--- config.mk ---
export PLATFORM = sky130hd
export DESIGN_NAME = frame_stream_sequencer
export DESIGN_NICKNAME = d
export VERILOG_FILES = /design/src/rtl/frame_stream_sequencer.sv
export SDC_FILE = /design/constraint.sdc
export NUM_CORES = 1
export LEC_CHECK = 0
export ABC_AREA = 1
export CORE_ASPECT_RATIO = 1.4
export CORE_MARGIN = 10
export CORE_UTILIZATION = 45
export CTS_CLUSTER_SIZE = 30
export DETAILED_ROUTE_END_ITERATION = 16
export HOLD_SLACK_MARGIN = 0.08
export MAX_ROUTING_LAYER = met4
export PLACE_DENSITY = 0.78
export SLEW_MARGIN = 5
export SYNTH_ARGS = -nofsm -noshare
export SYNTH_HDL_FRONTEND = slang
export SYNTH_SLANG_ARGS = --single-unit
export TNS_END_PERCENT = 10
--- constraint.sdc ---
create_clock -name clk -period 2.02 [get_ports clk]
set_input_delay 0.202 -clock clk [delete_from_list [all_inputs] [get_ports clk]]
set_output_delay 0.202 -clock clk [all_outputs]
set_load 0.02 [all_outputs]
--- src/rtl/frame_stream_sequencer.sv ---
// Frame buffer reader that streams RGB444 frames as Avalon-ST video packets through
// a 2-entry skid buffer, with frame-aligned filter mode latching and restart flush.
module frame_stream_sequencer #(
  parameter int unsigned H_RES  = 320,
  parameter int unsigned V_RES  = 240,
  parameter int unsigned ADDR_W = 17,
  parameter int unsigned PIX_W  = 12,
  parameter int unsigned MODE_W = 3
) (
  input  logic              clk,
  input  logic              reset_n,
  input  logic              restart,
  input  logic [MODE_W-1:0] mode_req,
  output logic [ADDR_W-1:0] rd_addr,
  input  logic [PIX_W-1:0]  rd_data,
  output logic [PIX_W-1:0]  src_data,
  output logic              src_valid,
  input  logic              src_ready,
  output logic              src_sop,
  output logic              src_eop,
  output logic [MODE_W-1:0] active_mode,
  output logic [15:0]       frame_count
);

  localparam int unsigned COL_W = (H_RES > 1) ? $clog2(H_RES) : 1;
  localparam int unsigned ROW_W = (V_RES > 1) ? $clog2(V_RES) : 1;
  localparam logic [COL_W-1:0] COL_LAST = COL_W'(H_RES - 1);
  localparam logic [ROW_W-1:0] ROW_LAST = ROW_W'(V_RES - 1);

  typedef enum logic [1:0] {IDLE, STREAM, FLUSH} state_t;

  typedef struct packed {
    logic [PIX_W-1:0]  pix;
    logic              sop;
    logic              eop;
    logic [MODE_W-1:0] mode;
  } beat_t;

  state_t            state;
  logic [ADDR_W-1:0] pix_cnt;
  logic [COL_W-1:0]  col;
  logic [ROW_W-1:0]  row;

  beat_t             fifo0, fifo1, nxt0, nxt1, wr_beat;
  logic [1:0]        fifo_cnt, nxt_cnt, cnt_after_pop;

  logic              inflight, infl_sop, infl_eop, infl_zero;
  logic [MODE_W-1:0] infl_mode;

  logic pop, eop_xfer, restart_take, flushing, flush_done;
  logic eop_pending, room, rd_real, rd_zero, issue, at_first, at_last;

  assign rd_addr  = pix_cnt;
  assign src_data = fifo0.pix;
  assign src_sop  = fifo0.sop;
  assign src_eop  = fifo0.eop;

  assign pop          = src_valid & src_ready;
  assign eop_xfer     = pop & fifo0.eop;
  assign restart_take = (state == STREAM) & restart & ~eop_xfer;
  assign flushing     = (state == FLUSH) | restart_take;
  assign flush_done   = (state == FLUSH) & eop_xfer;

  // Row/column wrap detection keeps the last-pixel test free of any multiply.
  assign at_first = (col == '0) & (row == '0);
  assign at_last  = (col == COL_LAST) & (row == ROW_LAST);

  // Once the frame's eop is buffered or in flight, flushing only needs to drain.
  assign eop_pending = (inflight & infl_eop)
                     | ((fifo_cnt != 2'd0) & fifo0.eop)
                     | ((fifo_cnt == 2'd2) & fifo1.eop);

  assign cnt_after_pop = fifo_cnt - {1'b0, pop};
  assign room          = (cnt_after_pop + {1'b0, inflight}) < 2'd2;
  assign rd_real       = (state == STREAM) & ~restart_take & room;
  assign rd_zero       = flushing & ~eop_pending & room;
  assign issue         = rd_real | rd_zero;

  always_comb begin
    wr_beat.pix  = infl_zero ? '0 : rd_data;
    wr_beat.sop  = infl_sop;
    wr_beat.eop  = infl_eop;
    wr_beat.mode = infl_mode;

    nxt0    = fifo0;
    nxt1    = fifo1;
    nxt_cnt = fifo_cnt;
    if (pop) begin
      nxt0    = fifo1;
      nxt_cnt = fifo_cnt - 2'd1;
    end
    if (inflight) begin
      if (nxt_cnt == 2'd0) nxt0 = wr_beat;
      else                 nxt1 = wr_beat;
      nxt_cnt = nxt_cnt + 2'd1;
    end
    // Leaving a flush discards anything queued behind the eop so the next frame restarts at pixel 0.
    if (flush_done) nxt_cnt = 2'd0;
    if (nxt_cnt == 2'd0) begin
      nxt0 = '0;
      nxt1 = '0;
    end
  end

  always_ff @(posedge clk or negedge reset_n) begin
    if (!reset_n) begin
      state       <= IDLE;
      pix_cnt     <= '0;
      col         <= '0;
      row         <= '0;
      fifo0       <= '0;
      fifo1       <= '0;
      fifo_cnt    <= '0;
      src_valid   <= 1'b0;
      inflight    <= 1'b0;
      infl_sop    <= 1'b0;
      infl_eop    <= 1'b0;
      infl_zero   <= 1'b0;
      infl_mode   <= '0;
      active_mode <= '0;
      frame_count <= '0;
    end else begin
      fifo0     <= nxt0;
      fifo1     <= nxt1;
      fifo_cnt  <= nxt_cnt;
      src_valid <= (nxt_cnt != 2'd0);

      inflight  <= issue;
      infl_sop  <= at_first;
      infl_eop  <= at_last;
      infl_zero <= rd_zero;
      infl_mode <= mode_req;

      // The mode captured with pixel 0 takes over exactly when its sop beat reaches the head.
      if ((nxt_cnt != 2'd0) && nxt0.sop) active_mode <= nxt0.mode;

      if (eop_xfer) frame_count <= frame_count + 16'd1;

      if (flush_done) begin
        pix_cnt <= '0;
        col     <= '0;
        row     <= '0;
      end else if (issue) begin
        if (at_last) begin
          pix_cnt <= '0;
          col     <= '0;
          row     <= '0;
        end else begin
          pix_cnt <= pix_cnt + ADDR_W'(1);
          if (col == COL_LAST) begin
            col <= '0;
            row <= row + ROW_W'(1);
          end else begin
            col <= col + COL_W'(1);
          end
        end
      end

      case (state)
        IDLE:    state <= STREAM;
        STREAM:  if (restart_take) state <= FLUSH;
        FLUSH:   if (flush_done) state <= STREAM;
        default: state <= IDLE;
      endcase
    end
  end

endmodule

== Word-level counts from Yosys, hierarchy flattened ==
Cells that the tools add are included.
W data, S select, Z words.
Word-level totals
  bits in registers: 99
  bits in latches: 0
  RAM bits: 0
  bits in read-only memories: 0
  bits of input ports: 19
  output and inout port bits: 51
  word-level logic and storage cells: 98
  memories: 0
Cells by class
  add/sub/neg operators: 8
  $mul: 0
  divide/modulo/power cells: 0
  $lt $le $gt $ge: 1
  eq/ne operators: 8
  shifts and indexed selects: 0
  muxes and demuxes: 25
  bitwise operators: 21
  reductions and logical operators: 14
Operator list (number)
  $mux W17: 10
  $mux W9: 4
  $mux W8: 4
  $add A17 B1 Y17 const B: 1
  $add A16 B1 Y16 const B: 1
  $and A1 B1 Y1: 14
  $mux W12: 1
  $mux W2: 5
  $add A9 B1 Y9 const B: 1
  $eq A9 B9 Y1 const B: 1
  $logic_not A9 Y1: 1
  $add A8 B1 Y8 const B: 1
  $eq A8 B8 Y1 const B: 1
  $logic_not A8 Y1: 1
  $reduce_bool A2 Y1: 4
  $logic_not A2 Y1: 3
  $pmux W2 S3: 1
  $reduce_and A2 Y1: 3
  $eq A2 B2 Y1 const B: 2
  $ne A2 B2 Y1 const B: 2
  $or A1 B1 Y1: 4
  $not A1 Y1: 3
  $reduce_bool A3 Y1: 1
  $add A2 B1 Y2: 1
  other kinds (7): 7

== Longest topological paths before layout ==
  word-level depth: 10
  depth in mapped cells: 13
  mapped depth without buffers: 13

== Least setup slack after synthesis ==
OpenSTA, ideal clock, no wires.
  kind: reg2reg
  start: reg src_valid
  end: reg fifo1[10] in the netlist's numbering
  setup time: 73 ps
  data arrival time: 1887 ps
  data required time: 1947 ps
  setup slack: 60 ps
  stages on the path, launching flop included: 11
  path buffers: 2
  period minus slack after synthesis: 1960 ps
  path through: dfrtp_1 -> nand2_4 -> buf_6 -> o21ai_2 -> inv_2 -> ha_1 -> clkinv_1 -> nand2_1 -> clkbuf_1 -> nand2_1 -> a21oi_2
On the way
  word-level cells in the longest chain between the ends: 8
  elaborated cells on any way between the ends: 13
  classes of those cells: add/sub (1); eq/ne (1); mux (4); bitwise (3); reduce/logical (4)
Ends and longest elaborated chain
  start: declaration: line 17  | output logic src_valid,
  start signal: assignment: line 126  | src_valid <= (nxt_cnt != 2'd0);
  $and A1 B1 Y1 (*): line 58  | assign pop = src_valid & src_ready;
  $mux W2: line 88  | if (pop) begin
  $add A2 B1 Y2: line 95  | nxt_cnt = nxt_cnt + 2'd1;
  $mux W2: line 92  | if (inflight) begin
  $mux W2: line 98  | if (flush_done) nxt_cnt = 2'd0;
  $logic_not A2 Y1: line 99  | if (nxt_cnt == 2'd0) begin
  $ne A2 B1 Y1 (no source line) or $reduce_bool A2 Y1 (tied branches)
  $reduce_and A2 Y1 (no source line)
  end signal: assignment: line 124  | fifo1 <= nxt1;
  end: declaration: line 44  | beat_t fifo0, fifo1, nxt0, nxt1, wr_beat;
Mark *: on every way between the ends. The rest lies on a longest branch, timed or not.
A chain may end at the register's enable or synchronous reset.

== Final worst setup path ==
  start: reg fifo_cnt[1]
  end: reg fifo1[4] in the netlist's numbering
On the way
  word-level cells in the longest chain between the ends: 8
  elaborated cells on any way between the ends: 11
  classes of those cells: add/sub (2); eq/ne (1); mux (4); reduce/logical (4)
Ends and longest elaborated chain
  start: declaration: line 45  | logic [1:0] fifo_cnt, nxt_cnt, cnt_after_pop;
  start signal: assignment: line 125  | fifo_cnt <= nxt_cnt;
  $sub A2 B1 Y2: line 90  | nxt_cnt = fifo_cnt - 2'd1;
  $mux W2 (*): line 88
  $add A2 B1 Y2: line 95
  $mux W2: line 92
  $mux W2: line 98
  $logic_not A2 Y1: line 99
  $ne A2 B1 Y1 (no source line) or $reduce_bool A2 Y1 (tied branches)
  $reduce_and A2 Y1 (no source line)
Marked as above.

==> metrics.yaml <==
clockRootBuffer: "clkbuf_16"
grt_max_degree: 41
synth-main-ff-cell: "dfrtp_1"
track_usage_pct: 15.64
routed_wl_um: 13160
worst_slew_pin_slew_ns: 0.6621
dp_cells: 912
layout_common_cells: "nand2_1 (161), dfrtp_1 (99), nand3_1 (87), nor2_1 (68), clkdlybuf4s50_1 (68)"
hold_class: "in2reg"
row_count: 48
area_growth_pct: 24.88
clk_pin_slew_worst_paths_ns: 0.08
portBuffers: 69
maxCapViolCount: 0
crit_type: "reg2reg"
synthTopCellsByArea: "dfrtp_1 (44%), nand2_1 (11%), nand3_1 (7.7%)"
die-area_um2: 17430
maxSlewViolCount: 0
cp_slowest_cell: "dfrtp_1"
skew_ns: 0.008144
cts_buffer_depth: 2
cts_made_buffers: 9
final_common_cell: "nand2_1"
synth_seq_area_share_pct: 44.07
postSynthAreaPerCell_um2: 8.100
setup_viol: 0
total_power_w: 0.009864
h-tree-depth: 3
antenna_found_initial: 0
final_layout_size_suffix_gt1_share_pct: 16.37
ir_drop_uv: 890.6
tritoncts: "yes"
slowest_delay_ns: 0.41
ant_nets: 0
drc: 0
core_area_um2: 12310
start_util_pct: 45.66
synth_top_area_cell: "dfrtp_1"
gp_congestion: 0.8490
crit_fanout: 5
dr.first_iter.drc_count: 179
die_y_um: 152.2
synthCells: 694
wl_per_cell_um: 14.12
first_pass_iters: 6
io_pins: 70
cts_sinks: 99
grt_pass1_wl_um: 22490
synth_seq_cells: 99
fin_cells: 932
diodes: 0
synthArstFlopShare_pct: 100.0
grt_pass1_vias: 4750
status: "finished clean"
synth_top_area_share_pct: 44.07
start_kind: "flip-flop"
fin_nets: 805
post-route-period-util_pct: 95.80
ys_warn_count: 0
fmax_mhz: 516.8
viasPerCell: 5.161
synth_edf_count: 0
ys_types: 34
gr-total-overflow: 0
via_count: 4810
hold_viol: 0
chipWidth_um: 114.5
end_kind: "flip-flop"
cellPowerDensity_nw_per_um2: 1405
syn_nets: 722
max_slew_margin_pct: 55.81
insertion_delay_ns: 0.35
worstPathCellList: "inv_2 > ha_1 > o21ai_2 > inv_2 > ha_1 > nor2_1 > nor2_1 > nand2_2 > nand2_4 > inv_8 > buf_4 > a21oi_2"
cp_data_arrival_time_ns: 2.21
required_ns: 2.30
dp_hpwl_um: 9436
power_leakage_nw: 3.323
fin_crit_ns: 1.935
synth.cell_area_um2: 5622
[synthesized netlist by cell type, types with 3 or more instances]
master / count
xor2_1: 16
nand4_1: 18
o21ai_2: 9
nor2_2: 3
o21ai_0: 25
xnor2_1: 8
nand3_1: 87
and2_1: 4
o21bai_1: 15
inv_1: 59
nand2_1: 164
buf_2: 4
nor2_1: 68
ha_1: 9
a21oi_1: 6
clkbuf_1: 10
a21oi_2: 26
dfrtp_1: 99
buf_4: 13
nand3_2: 5
nand2_4: 5
inv_4: 3
nor2_4: 3
nand2_2: 4
nor3_1: 11
inv_2: 4
buf_6: 7
[worst max-delay path: cells and delay by family (launching register included)]
family	cells	cell delay, ns
buffers and inverters	4	0.31
AND/OR/NAND/NOR	4	0.33
adder cells (fa/ha/maj)	2	0.55
flip-flops	1	0.41
AO/OA/AOI/OAI	2	0.26
[through the flow]
step	setup WS [ns]	cell area, um^2	TNS, ns	utilization (%)	hold slack (ns)
2_1_floorplan	0.06028	5622	0	-	-0.09359
3_3_place_gp	-0.09225	6613	-2.448	53.71	0.2188
3_5_place_dp	-0.1396	6613	-3.627	53.71	0.2247
4_1_cts	0.02191	6963	0	56.55	0.2732
5_1_grt	-0.007898	7020	-0.01376	57.02	0.2720
6_report	0.08484	7020	0	57.02	0.2860
[per-layer routing]
metal  track usage, %  routed length (um)  vias up
met5                -                   0        -
met1            18.09                5390     2282
met2            26.22                6924      109
met4            5.027                 201        0
met3            3.231                 640       19
li1                 -                   -     2400
[area by class of cell]
class	instances	area (um^2)
Sequential cell	99	2477
Clock buffer	9	225.2
Timing Repair Buffer	109	1121
Inverter	67	267.8
Tap cell	150	187.7
Clock inverter	7	107.6
Multi-Input combinational cell	491	2634
Fill cell	1083	5291
[where the power goes]
part	internal, W	leakage [nW]	switching, W
Clock	0.00111	0.160	0.000806
Combinational	0.00218	1.86	0.00276
Sequential	0.00256	1.30	0.000446
[repair_timing]
action	CTS	global route
gates cloned	0	1
hold buffers	1	0
resized for setup	0	10
setup buffers	1	1
setup endpoints to repair	3	45
pin swaps	0	5
endpoints found under the hold margin	38	0
[state kept, by name (all words and copies together) (netlist names), 2 cells and up]
name         count
infl_mode        3
state            2
fifo0            3
src_data        12
fifo1           17
fifo_cnt         2
rd_addr         17
frame_count     16
active_mode      3
row              8
col              9
[logic make-up after synthesis]
family                     synth area share, %
DFF                                      44.07
and+or+nand+nor                          30.60
buffers and inverters                    9.370
adders and majority gates                2.003
AOI/OAI and AO/OA                        10.22
xor gates and xnor gates                 3.739
[final timing paths]
check | from | endpoint | slack [ns] | cells past startpoint
worst max-delay path | fifo_cnt[1] | fifo1[4] | 0.08 | 12
worst min-delay path | mode_req[1] | infl_mode[1] | 0.29 | 1
worst max register to register | fifo_cnt[1] | fifo1[4] | 0.08 | 12
worst min register to register | frame_count[15] | frame_count[15] | 0.48 | 1
max in group asynchronous | reset_n | active_mode[0] | 0.90 | 3
min in group asynchronous | reset_n | frame_count[12] | 0.38 | 2
No activity file was read; power rests on OpenSTA's default activity.
